`src/rtl/register_file_sb.sv`:
```
// Register array with pending-write scoreboard between ID and WB.
// Define REGFILE_BYPASS_EN to forward same-cycle WB data to the read ports.
module register_file_sb #(
    parameter int DATA_W = 32,
    parameter int ADDR_W = 4,
    parameter int NUM_RD = 2
) (
    input  logic                     clk,
    input  logic                     rst_n,
    input  logic [NUM_RD*ADDR_W-1:0] SRC,
    output logic [NUM_RD*DATA_W-1:0] REG,
    output logic [NUM_RD-1:0]        HAZARD,
    input  logic                     WB_EN,
    input  logic [ADDR_W-1:0]        DEST_WB,
    input  logic [DATA_W-1:0]        RESULT_WB,
    input  logic                     ISSUE_EN,
    input  logic [ADDR_W-1:0]        DEST_ISSUE,
    input  logic                     FLUSH,
    output logic [ADDR_W:0]          PENDING_CNT
);

    localparam int DEPTH = 2 ** ADDR_W;
    localparam int CW    = ADDR_W + 1;

    logic [DATA_W-1:0] mem [DEPTH];
    logic [DEPTH-1:0]  pend;
    logic [DEPTH-1:0]  pend_nxt;
    logic [CW-1:0]     cnt;
    logic [CW-1:0]     cnt_nxt;
    logic              set_new;
    logic              clr_old;

    always_ff @(posedge clk or negedge rst_n) begin
        if (!rst_n) begin
            for (int r = 0; r < DEPTH; r++) begin
                mem[r] <= '0;
            end
        end else if (WB_EN) begin
            mem[DEST_WB] <= RESULT_WB;
        end
    end

    // A same-register issue keeps the mark, so the WB clear must not count.
    assign set_new = ISSUE_EN && !pend[DEST_ISSUE];
    assign clr_old = WB_EN && pend[DEST_WB]
                     && !(ISSUE_EN && (DEST_ISSUE == DEST_WB));

    always_comb begin
        pend_nxt = pend;
        cnt_nxt  = cnt;
        unique case (1'b1)
            FLUSH: begin
                pend_nxt = '0;
                cnt_nxt  = '0;
            end
            default: begin
                if (WB_EN) begin
                    pend_nxt[DEST_WB] = 1'b0;
                end
                if (ISSUE_EN) begin
                    pend_nxt[DEST_ISSUE] = 1'b1;
                end
                cnt_nxt = cnt + CW'(set_new) - CW'(clr_old);
            end
        endcase
    end

    always_ff @(posedge clk or negedge rst_n) begin
        if (!rst_n) begin
            pend <= '0;
            cnt  <= '0;
        end else begin
            pend <= pend_nxt;
            cnt  <= cnt_nxt;
        end
    end

    assign PENDING_CNT = cnt;

    for (genvar i = 0; i < NUM_RD; i++) begin : g_rd
        logic [ADDR_W-1:0] src;
        logic [DATA_W-1:0] rd;
        logic              hz;

        assign src = SRC[i*ADDR_W +: ADDR_W];

        always_comb begin
            rd = mem[src];
            hz = pend[src];
`ifdef REGFILE_BYPASS_EN
            if (WB_EN && (DEST_WB == src)) begin
                rd = RESULT_WB;
                if (!(ISSUE_EN && (DEST_ISSUE == src))) begin
                    hz = 1'b0;
                end
            end
`endif
        end

        assign REG[i*DATA_W +: DATA_W] = rd;
        assign HAZARD[i]               = hz;
    end

endmodule

```
`config.mk`:
```
export PLATFORM = sky130hd
export DESIGN_NAME = register_file_sb
export DESIGN_NICKNAME = d
export VERILOG_FILES = /design/src/rtl/register_file_sb.sv
export SDC_FILE = /design/constraint.sdc
export NUM_CORES = 1
export LEC_CHECK = 0
export CORE_MARGIN = 2
export CORE_UTILIZATION = 25
export DETAILED_ROUTE_END_ITERATION = 10
export GPL_TIMING_DRIVEN = 0
export PLACE_DENSITY = 0.49
export SYNTH_ARGS = -nofsm -noshare
export SYNTH_HDL_FRONTEND = slang
export SYNTH_SLANG_ARGS = --single-unit
```
`constraint.sdc`:
```
create_clock -name clk -period 6 [get_ports clk]
set_clock_uncertainty 0.2 [all_clocks]
set_input_delay 1.8 -clock clk [delete_from_list [all_inputs] [get_ports clk]]
set_output_delay 1.8 -clock clk [all_outputs]
set_load 0.01 [all_outputs]
```
* After elaboration in Yosys (flattened, before gate mapping)
Index checks and enable logic that the tools add are counted.
Word-level totals: bits in registers 533, input bits 53, output and inout port bits 71, word-level logic and storage cells 72
Cells by class: $add $sub $neg 2, $lt $le $gt $ge 10, equal/unequal tests 1, muxes and demuxes 26, bitwise gates (word level) 6, reductions and logical operators 9
Operator list (count):
- 512-bit bitwise mux | 1
- 32-bit binary-select mux with 4-bit select | 2
- 32-bit two-way mux | 5
- 32-bit demux with 4-bit select | 1
- 16-bit two-way mux | 4
- 4-bit by 5-bit < comparator with 1-bit output, second input constant | 4
- 16-bit AND | 1
- 1-bit binary-select mux with 4-bit select | 4
- 16-bit NOT | 1
- 16-bit OR | 1
- 5-bit >= comparator, second input constant | 3
- 4-bit NOT with 5-bit output | 3
- 1-bit demux with 4-bit select | 2
- 4-bit by 1-bit >= comparator with 1-bit output, second input constant | 2
- 1-bit logical AND | 7
- 1-bit two-way mux | 6
- 5-bit by 1-bit adder with 5-bit output | 1
- 5-bit by 1-bit < comparator with 1-bit output, second input constant | 1
- 5-bit two-way mux | 1
- 5-bit by 1-bit subtractor with 5-bit output | 1
- 4-bit equality test | 1
- 1-bit zero test | 2

* Longest topological paths before layout
depth in word-level cells 11, mapped depth 14, mapped depth without buffers 13

* Worst setup path before layout
OpenSTA, ideal clock, no wires.
path type in2out, from input SRC[1], to output HAZARD[0], data arrival time 3.390 ns, data required time 4.000 ns, path slack 0.610 ns, stages 6, path buffers 4, cells stage by stage buf_2 buf_2 buf_1 mux4_2 mux4_2 buf_4
On the way: word-level cells in the longest chain between the ends 2
RTL lines:
- from (decl) | RTL line 10 | input logic [NUM_RD*ADDR_W-1:0] SRC,
- 1-bit binary-select mux with 4-bit select | RTL line 89 | hz = pend[src];
- 1-bit two-way mux (not written as such) | RTL line 89
- to (decl) | RTL line 12 | output logic [NUM_RD-1:0] HAZARD,
No other way between the ends. The select of a mux whose other input is x is not followed.

* Final worst setup path
from input SRC[4], to output REG[41]
On the way: word-level cells in the longest chain between the ends 4
RTL lines:
- 4-bit NOT with 5-bit output (not written as such) | RTL line 88 | rd = mem[src];
- 32-bit binary-select mux with 4-bit select | RTL line 88
- 32-bit two-way mux (not written as such) (2 in a row) | RTL line 88
- to (decl) | RTL line 11 | output logic [NUM_RD*DATA_W-1:0] REG,
No other way between the ends. The select of a mux whose other input is x is not followed.

==> run_results.csv <==
group,metric,value,unit
place,place_area,0.0317,sq mm
power_and_ir_drop,ir_worst_vdd,0.000290,V
critical_path,cp_cell_sequence,"buf_6 -> buf_12 -> buf_16 -> mux4_1 -> mux4_2 -> clkdlybuf4s50_1",
critical_path,crit_family,"multiplexers",
route,drtIter0Drc,1298,
global_route,grt_overflow,0,
synth,ys_seq_area_frac,0.467,
floorplan,initial_core_util,0.253,
critical_path,cp-start-kind,"input port",
cells_and_area,final_nets,1920,
sta,worstMarginPinSlew,757,ps
cells_and_area,fill_cells,11000,
global_route,antenna_found_initial,10,
critical_path,cp.arrival,3980,ps
synth,synthCells,1671,
floorplan,fp-row-count,123,
route,drtAntennaViolNets,0,
synth,ys_warn_count,0,
synth,ys_ff_latch,533,
floorplan,boundaryPins,124,
floorplan,coreArea,0.113,sq mm
place,port_buffers,114,
global_route,grt_pass1_wl,144000,microns
route,wl_met3,4940,microns
route,routedWlPerCell,29.6,microns
floorplan,dieHeight,342,microns
sta,setup_slack,21.5,ps
clock_tree,cts_tree,"yes",
clock_tree,cts_buffers,60,
place,routabilityCongestion,0.808,
route,highest_layer,"met5",
route,via_per_inst,5.14,
clock_tree,insertion_delay,630,ps
worst_hold_path,min_path_type,"reg2reg",
cells_and_area,final_cell_mix,"dfrtp_1, mux4_2, mux2_2, mux2_1, clkdlybuf4s50_1",
job,drv_cap,0,
run_status,status,"finished, final reports clean",
critical_path,crit_type,"in2out",
critical_path,cp_num_buf_inv,4,
sta,rsz0062_at_grt,"true",
critical_path,crit_fanout,10,
power_and_ir_drop,total_power,11.8,mW
power_and_ir_drop,leakagePower,13.9,nW
cells_and_area,layout_commonest_cell,"dfrtp_1",
synth,syn_nets,1730,
sta,hold_violations,0,
clock_tree,clk_transition_reported_paths,60,ps
cells_and_area,syn2layout_area_growth,19.8,%
sta,fin_crit,5980,ps
clock_tree,cts_buffer_depth,3,
synth,syn-cell-area,0.0285,sq mm
place,pre_cts_slack,-1100,ps
sta,finalMaxSlewViolations,0,
floorplan,die_w,342,microns
critical_path,worst_path_max_delay_cell,"mux4_1",
global_route,grt.total_usage,0.172,
critical_path,end_kind,"output port",
route,drtPass1Iterations,5,
sta,fin_crit_sh,0.996,
sta,hold_ws,303,ps
cells_and_area,final_area,0.0342,sq mm
sta,setup_violations,0,
floorplan,die-area,0.117,sq mm
clock_tree,clock-sinks,533,
clock_tree,root_buffer,"clkbuf_16",
route,drc,0,
cells_and_area,final_layout_size_suffix_gt1_frac,0.423,
place,dp_hpwl,66300,microns
route,wirelength,101000,microns
route,drt-met1-wl,43400,microns
route,vias,17500,
route,route.met2.wl,49400,microns
synth,synth.avg_cell_area,17.1,sq um
global_route,grt_pass1_vias,19000,
critical_path,slowest_delay,560,ps
power_and_ir_drop,power_density,344,mW/mm^2
sta,fin_setup_tns,0,ps
sta,slew_headroom,0.495,
sta,fmax,167,MHz
critical_path,crit_required,4000,ps
global_route,grt_max_degree,120,
clock_tree,cts.htree.levels,2,
synth,yosysUniqueCellTypes,42,
## through the flow
| step | cells | utilization |
|---|---|---|
| 5_1_grt | 3412 | 0.303 |
| 4_1_cts | 3403 | 0.302 |
| 3_5_place_dp | 3289 | 0.281 |
| 2_1_floorplan | 1671 | - |
| 3_3_place_gp | 3285 | 0.280 |
| 6_report | 3412 | 0.303 |
## layer usage
layer / track usage / up-vias
li1: - / 6990
met1: 0.229 / 9796
met2: 0.288 / 552
met3: 0.0263 / 178
met4: 0.0569 / 6
met5: 0 / -
## power by group
group,internal (mW),switching [mW]
Combinational,1.78,1.13
Sequential,4.42,0.583
Clock,2.28,1.58
Total,8.48,3.30
## flip-flops by register name, indices dropped and copies added, names as in the netlist
name and flops:
mem 512, pend 16, PENDING_CNT 5
## worst paths after layout
| check | slack [ps] | to | depth (start not counted) | startpoint |
|---|---|---|---|---|
| worst max-delay path | 20 | REG[41] | 6 | SRC[4] |
| worst min-delay path | 300 | mem[182] | 1 | mem[182] |
| worst max register to register | 2840 | PENDING_CNT[4] | 13 | pend[15] |
| worst min register to register | 300 | mem[182] | 1 | mem[182] |
| max in group asynchronous | 3030 | mem[140] | 3 | rst_n |
| min in group asynchronous | 950 | mem[121] | 1 | rst_n |
## synthesized netlist by cell type, drive strengths merged
| master | count | area share |
|---|---|---|
| a21o | 1 | 0.00026 |
| a21oi | 12 | 0.0021 |
| a22oi | 7 | 0.0018 |
| and2 | 1 | 0.00022 |
| and3 | 3 | 0.00066 |
| and3b | 1 | 0.00031 |
| buf | 112 | 0.026 |
| clkbuf | 56 | 0.0080 |
| dfrtp | 533 | 0.47 |
| dlygate4sd1 | 3 | 0.00092 |
| fa | 1 | 0.00070 |
| ha | 5 | 0.0022 |
| inv | 7 | 0.00092 |
| mux2 | 512 | 0.20 |
| mux2i | 3 | 0.0011 |
| mux4 | 338 | 0.27 |
| nand2 | 11 | 0.0014 |
| nand2b | 6 | 0.0013 |
| nand3 | 5 | 0.00088 |
| nand3b | 4 | 0.0019 |
| nand4 | 1 | 0.00022 |
| nor2 | 21 | 0.0028 |
| nor2b | 6 | 0.0013 |
| nor3 | 2 | 0.00035 |
| nor3b | 2 | 0.00070 |
| o21ai | 10 | 0.0018 |
| or3 | 2 | 0.00044 |
| xnor2 | 1 | 0.00031 |
| xor2 | 5 | 0.0015 |
## cell type report
type	instances	area [sq um]	area share
buffer	171	1300	0.0380
clock inverter	15	208	0.00608
multi-input combinational	960	14200	0.415
clock buffer	97	1860	0.0545
sequential	533	13300	0.390
timing repair buffer	128	1390	0.0406
antenna	1	2.50	0.0000732
tap	1500	1880	0.0549
inverter	7	26.3	0.000769
## logic make-up after synthesis
kind of cell / synth area share
AND/OR/NAND/NOR: 0.0125
buffers and inverters: 0.0357
flip-flops: 0.467
XOR/XNOR: 0.00184
AO/OA/AOI/OAI: 0.00596
multiplexers: 0.474
adder cells (fa/ha/maj): 0.00289
## repair_timing
| action | in CTS | in global routing |
|---|---|---|
| resized for setup | 124 | 23 |
| endpoints found under the setup margin | 66 | 19 |
| pin swaps | 0 | 0 |
| hold buffers | 0 | 0 |
| setup buffers | 2 | 8 |
Power figures use the tool's default switching activity.
